<file path="src/rtl/cpu_seq_pkg.sv">
// Shared types and constants for the CPU sequencer: the 3-bit state enum and
// the stall counter width used when CPU_STALL_CNT_EN is defined.
package cpu_seq_pkg;

  typedef enum logic [2:0] {
    ST_IDLE  = 3'd0,
    ST_FETCH = 3'd1,
    ST_EXEC  = 3'd2,
    ST_MEM   = 3'd3,
    ST_HALT  = 3'd4
  } seq_state_e;

  localparam int STALL_CNT_W = 16;

endpackage

</file>
<file path="src/rtl/cpu_sequencer_stall_counter.sv">
// Saturating stall-cycle counter (module seq_stall_counter); only present in
// builds that define CPU_STALL_CNT_EN.
`ifdef CPU_STALL_CNT_EN
module seq_stall_counter
  import cpu_seq_pkg::*;
(
  input  logic                   clk,
  input  logic                   reset_n,
  input  logic                   inc_i,
  output logic [STALL_CNT_W-1:0] cnt_o
);

  logic [STALL_CNT_W-1:0] cnt_q;
  logic [STALL_CNT_W-1:0] cnt_d;

  always_comb begin
    cnt_d = cnt_q;
    if (inc_i && (cnt_q != {STALL_CNT_W{1'b1}})) begin
      cnt_d = cnt_q + 1'b1;
    end
  end

  always_ff @(posedge clk or negedge reset_n) begin
    if (!reset_n) begin
      cnt_q <= '0;
    end else begin
      cnt_q <= cnt_d;
    end
  end

  assign cnt_o = cnt_q;

endmodule
`endif

</file>
<file path="src/rtl/cpu_sequencer.sv">
// Multi-cycle CPU control sequencer: IDLE -> FETCH -> EXEC [-> MEM] -> FETCH/HALT.
// Optional macro CPU_STALL_CNT_EN adds the stall_cnt output and its counter.
module cpu_sequencer
  import cpu_seq_pkg::*;
(
  input  logic                   clk,
  input  logic                   reset_n,
  input  logic                   waitrequest,
  input  logic                   data_read,
  input  logic                   data_write,
  input  logic                   write_enable,
  input  logic                   halt_req,
  output logic                   mem_read,
  output logic                   mem_write,
  output logic                   addr_sel,
  output logic                   ir_wren,
  output logic                   pc_wren,
  output logic                   reg_wren,
  output logic                   active,
`ifdef CPU_STALL_CNT_EN
  output logic [STALL_CNT_W-1:0] stall_cnt,
`endif
  output logic [2:0]             state
);

  seq_state_e state_q;
  seq_state_e state_d;

  always_ff @(posedge clk or negedge reset_n) begin
    if (!reset_n) begin
      state_q <= ST_IDLE;
    end else begin
      state_q <= state_d;
    end
  end

  always_comb begin
    state_d   = ST_IDLE;
    mem_read  = 1'b0;
    mem_write = 1'b0;
    addr_sel  = 1'b0;
    ir_wren   = 1'b0;
    pc_wren   = 1'b0;
    reg_wren  = 1'b0;
    active    = 1'b1;
    case (state_q)
      ST_IDLE: state_d = ST_FETCH;
      ST_FETCH: begin
        mem_read = 1'b1;
        if (waitrequest) begin
          state_d = ST_FETCH;
        end else begin
          ir_wren = 1'b1;
          state_d = ST_EXEC;
        end
      end
      ST_EXEC: begin
        if (data_read || data_write) begin
          state_d = ST_MEM;
        end else begin
          pc_wren  = 1'b1;
          reg_wren = write_enable;
          state_d  = halt_req ? ST_HALT : ST_FETCH;
        end
      end
      ST_MEM: begin
        addr_sel = 1'b1;
        // A load takes priority so the two bus strobes can never collide.
        mem_read  = data_read;
        mem_write = data_write && !data_read;
        if (waitrequest) begin
          state_d = ST_MEM;
        end else begin
          pc_wren  = 1'b1;
          reg_wren = write_enable;
          state_d  = halt_req ? ST_HALT : ST_FETCH;
        end
      end
      ST_HALT: begin
        active  = 1'b0;
        state_d = ST_HALT;
      end
      default: state_d = ST_IDLE;
    endcase
  end

  assign state = state_q;

`ifdef CPU_STALL_CNT_EN
  logic stall_inc;

  assign stall_inc = waitrequest && ((state_q == ST_FETCH) || (state_q == ST_MEM));

  seq_stall_counter u_stall_counter (
    .clk     (clk),
    .reset_n (reset_n),
    .inc_i   (stall_inc),
    .cnt_o   (stall_cnt)
  );
`endif

endmodule
</file>
<file path="config.mk">
export PLATFORM = sky130hd
export DESIGN_NAME = cpu_sequencer
export DESIGN_NICKNAME = d
export VERILOG_FILES = /design/src/rtl/cpu_seq_pkg.sv /design/src/rtl/cpu_sequencer_stall_counter.sv /design/src/rtl/cpu_sequencer.sv
export SDC_FILE = /design/constraint.sdc
export NUM_CORES = 1
export LEC_CHECK = 0
export CORE_AREA = 4 4 41 43
export DETAILED_ROUTE_END_ITERATION = 12
export DIE_AREA = 0 0 45 47
export DONT_BUFFER_PORTS = 1
export SYNTH_ARGS = -nofsm -noshare
export SYNTH_HDL_FRONTEND = slang
export SYNTH_SLANG_ARGS = --single-unit
</file>
<file path="constraint.sdc">
create_clock -name clk -period 2.9 [get_ports clk]
set_input_delay 0.29 -clock clk [delete_from_list [all_inputs] [get_ports clk]]
set_output_delay 0.29 -clock clk [all_outputs]
set_load 0.03 [all_outputs]
</file>
# --- Yosys cells after proc, flatten, opt, wreduce, memory -nomap -nowiden ---
# Index checks and enable logic that the tools add are counted.
word_totals:
  reg_bits: 3
  output_inout_bits: 10
  inputBits: 7
  elab_cells: 25
op_classes:
  reduce_logical: 4
  n_mux: 16
  n_eq_ne: 4
op_table:
  columns: ["cell", "count"]
  rows:
  - ["$pmux W3 S5", 1]
  - ["$mux W3", 3]
  - ["$mux W1", 8]
  - ["$eq A3 B2 Y1 const B", 2]
  - ["$pmux W1 S2", 3]
  - ["$eq A3 B1 Y1 const B", 1]
  - ["$eq A3 B3 Y1 const B", 1]
  - ["$logic_not A3 Y1", 1]
  - ["$mux W2", 1]
  - ["$logic_and A1 B1 Y1", 1]
  - ["$logic_not A1 Y1", 1]
  - ["$logic_or A1 B1 Y1", 1]

# --- Logic depth before layout (Yosys ltp) ---
logic_depth:
  word_depth: 3
  ltp_mapped: 4
  depth_no_buf: 3

# --- Worst setup path after synthesis ---
# No wires, ideal clock.
synth_timing:
  path_kind: "register to output"
  from: "register state_q[1], in the netlist state[1]"
  to: "output port reg_wren"
  required_ns: 2.610
  stages_incl_launch_ff: 5
  path_buffers: 1
  t_arrival_ns: 1.766
  path_slack_ns: 0.844
  path_cell_list: "dfrtp_1 buf_6 or4b_4 a21oi_4 and2_1"
synth_via:
  elab_chain_cells: 2
  word_cells_on_any_way: 3
  cone_classes: "eq/ne (2); mux (1)"
synth_rtl:
  columns: ["item", "line", "source"]
  rows:
  - ["from (decl)", "cpu_sequencer.sv:26", "seq_state_e state_q;"]
  - ["from (signal assigned)", "cpu_sequencer.sv:33", "state_q <= state_d;"]
  - ["$eq A3 B2 Y1", "cpu_sequencer.sv:46", "case (state_q)"]
  - ["$pmux W1 S2 (*)", "cpu_sequencer.sv:46", null]
  - ["to (decl)", "cpu_sequencer.sv:18", "output logic reg_wren,"]
# Mark *: on every way between the ends. The rest lies on a longest branch, timed or not.

# --- Worst setup path after layout ---
layout_timing:
  from: "register state_q[0], in the netlist state[0]"
  to: "output port reg_wren"
# The elaborated chain is that of the path after synthesis.

==> results.md <==
- Unique masters post-synth: 18
- Filler cell count: 156
- Final std cells w/o fill: 48
- Via count of the first global-routing pass: 205
- WL per Instance: 12.9 µm
- Area growth from synthesis to final layout: 25.7%
- Setup violations, final: 0
- Period utilization: 78.2%
- Placed Instance Area: 251 µm²
- Die ar.: 0.00212 mm²
- Max-cap viol count: 0
- Syn Std Cell Area: 229 µm²
- Worst-Margin Slew: 0.550 ns
- Crit-path max FO: 7
- Syn nets: 34
- Hold Fails Final Rpt: 0
- #FFs+latches synth: 3
- First-pass GRT wire length: 972 µm
- Overall power: 391 µW
- Post-route antenna net violation count: 0
- # port buffers: 0
- CTS tree: done
- FMAX: 0.441 GHz
- Initial core utilization: 17.6%
- Pre-antenna DRT Iters: 2
- Row count: 13
- Grt total ovfl: 0
- Wirelength, routed: 620 µm
- Number of synthesized flops with an enable pin: 0
- Die height: 47 µm
- Setup crit end kind: output pin
- P per Cell Area: 1360 mW/mm²
- Max IR drop VDD: 352 µV
- H-tree depth: 1
- Placed insts: 43
- Critical Path RT: 2.61 ns
- Die Wd: 45 µm
- Clock transition at path regs: 0.03 ns
- Maximum clock insertion buffer count: 2
- Syn. warnings: 0
- Final Wtd Congestion: 0.700
- RSZ-0062 raised after global routing: no
- Ys async rst share: 100%
- Antenna diodes: 0
- Top_reg_cell synth: dfrtp_1
- Post-CTS sizing: 0
- Via count: 205
- Minimum clock period: 2.27 ns
- Final instance area: 288 µm²
- Mean post-synth cell area: 8.48 µm²
- Run status: finished clean
- Crit path DAT: 1.98 ns
- P_leak: 0.120 nW
- Maximum number of pins on one net before global-route repair: 10
- Clk_skew: 0.00160 ns
- Most common cell after layout, fill and taps aside: nor2_1
- Initial antenna violation count: 0
- Share of layout cells above drive strength 1: 21.2%
- Core area: 0.00130 mm²
- Mapped Cells: 27
- CP startpoint kind: flip-flop
- Largest register FFs: 3
- Num ports: 17
- Root Driver: clkbuf_4
- Post-DR vias/cell: 4.27
- Sequential fraction of the synthesis area: 32.8%
- Hold Path Class: in2reg
- Worst setup path class: reg2out
- Final #Nets: 41
- Number of remaining DRC errors: 0
- Clock insertion delay at the later pin of the skew report: 0.23 ns
- 1st-iter DRT viols: 3
- Total track usage: 6.65%
- Worst slew margin: 63.2%
- Pins Over Slew Limit: 0
- Most frequent cells in the layout: nor2_1, nand2_1, clkbuf_4, dfrtp_1
- Setup TNS: 0 ns
- TritonCTS buffer count: 3
- Sink Count: 3
[worst paths after layout]
check | from | cells past startpoint | endpoint | slack, ns
setup / recovery | state[0] | 3 | reg_wren | 0.63
hold / removal | halt_req | 1 | state[2] | 0.21
setup reg to reg | state[0] | 3 | state[2] | 1.27
hold reg to reg | state[2] | 1 | state[0] | 0.76
max in group asynchronous | reset_n | 1 | state[0] | 2.43
min in group asynchronous | reset_n | 1 | state[1] | 0.32
[stage by stage]
stage	setup WS [ns]	hold WS (ns)	util, %
CTS	0.621	0.205	22.1
detailed placement	0.873	-0.00545	19.3
floorplan	0.844	-0.00559	-
global route	0.542	0.194	22.1
finish	0.633	0.207	22.1
global placement	0.879	-0.00543	19.3
[Yosys cell counts, types with 2 or more instances]
master	n	area (µm²)
nor2_1	4	15.0
dfrtp_1	3	75.1
nand2_1	3	11.3
a21oi_1	2	10.0
inv_1	2	7.51
[logic make-up (layout without fill, tap and decap cells)]
logic type / after synthesis / in the layout / synth area share (%)
compound gates: 6 / 6 / 20.8
simple gates: 14 / 14 / 34.4
xor+xnor: 1 / 1 / 3.83
flops: 3 / 3 / 32.8
buf+inv: 3 / 9 / 8.20
[where the power goes]
group	total [mW]	internal, mW	switching (mW)	leakage (nW)
registers	0.108	0.0593	0.0491	0.0368
clock network	0.0703	0.0514	0.0190	0.0150
logic	0.212	0.0620	0.150	0.0685
[routing by layer]
| layer | vias to the layer above | global-route usage [%] | share of wire [%] |
|---|---|---|---|
| li1 | 101 | - | - |
| met1 | 89 | 7.99 | 42 |
| met2 | 15 | 8.76 | 44 |
| met3 | 0 | 5.75 | 15 |
| met4 | 0 | 1.75 | 0 |
| met5 | - | 0 | 0 |
[timing repair]
action,in CTS,in global routing
hold buffers,1,0
setup endpoints to repair,0,0
hold endpoints to repair,3,0
buffers inserted,0,0
[area by class of cell]
cell class | count | area (µm²) | share of cell area [%]
multi-input cells | 21 | 135 | 47.0
flip-flops and latches | 3 | 75.1 | 26.1
clock buffers | 4 | 26.3 | 9.13
repair buffers | 3 | 25.0 | 8.70
well taps | 15 | 18.8 | 6.52
inverters | 2 | 7.51 | 2.61
[critical path: stages (launching register included)]
cell and delay [ns]:
dfrtp_1 0.54, or4b_4 0.57, a21oi_4 0.28, and2_1 0.36
(Power assumes the default switching activity.)
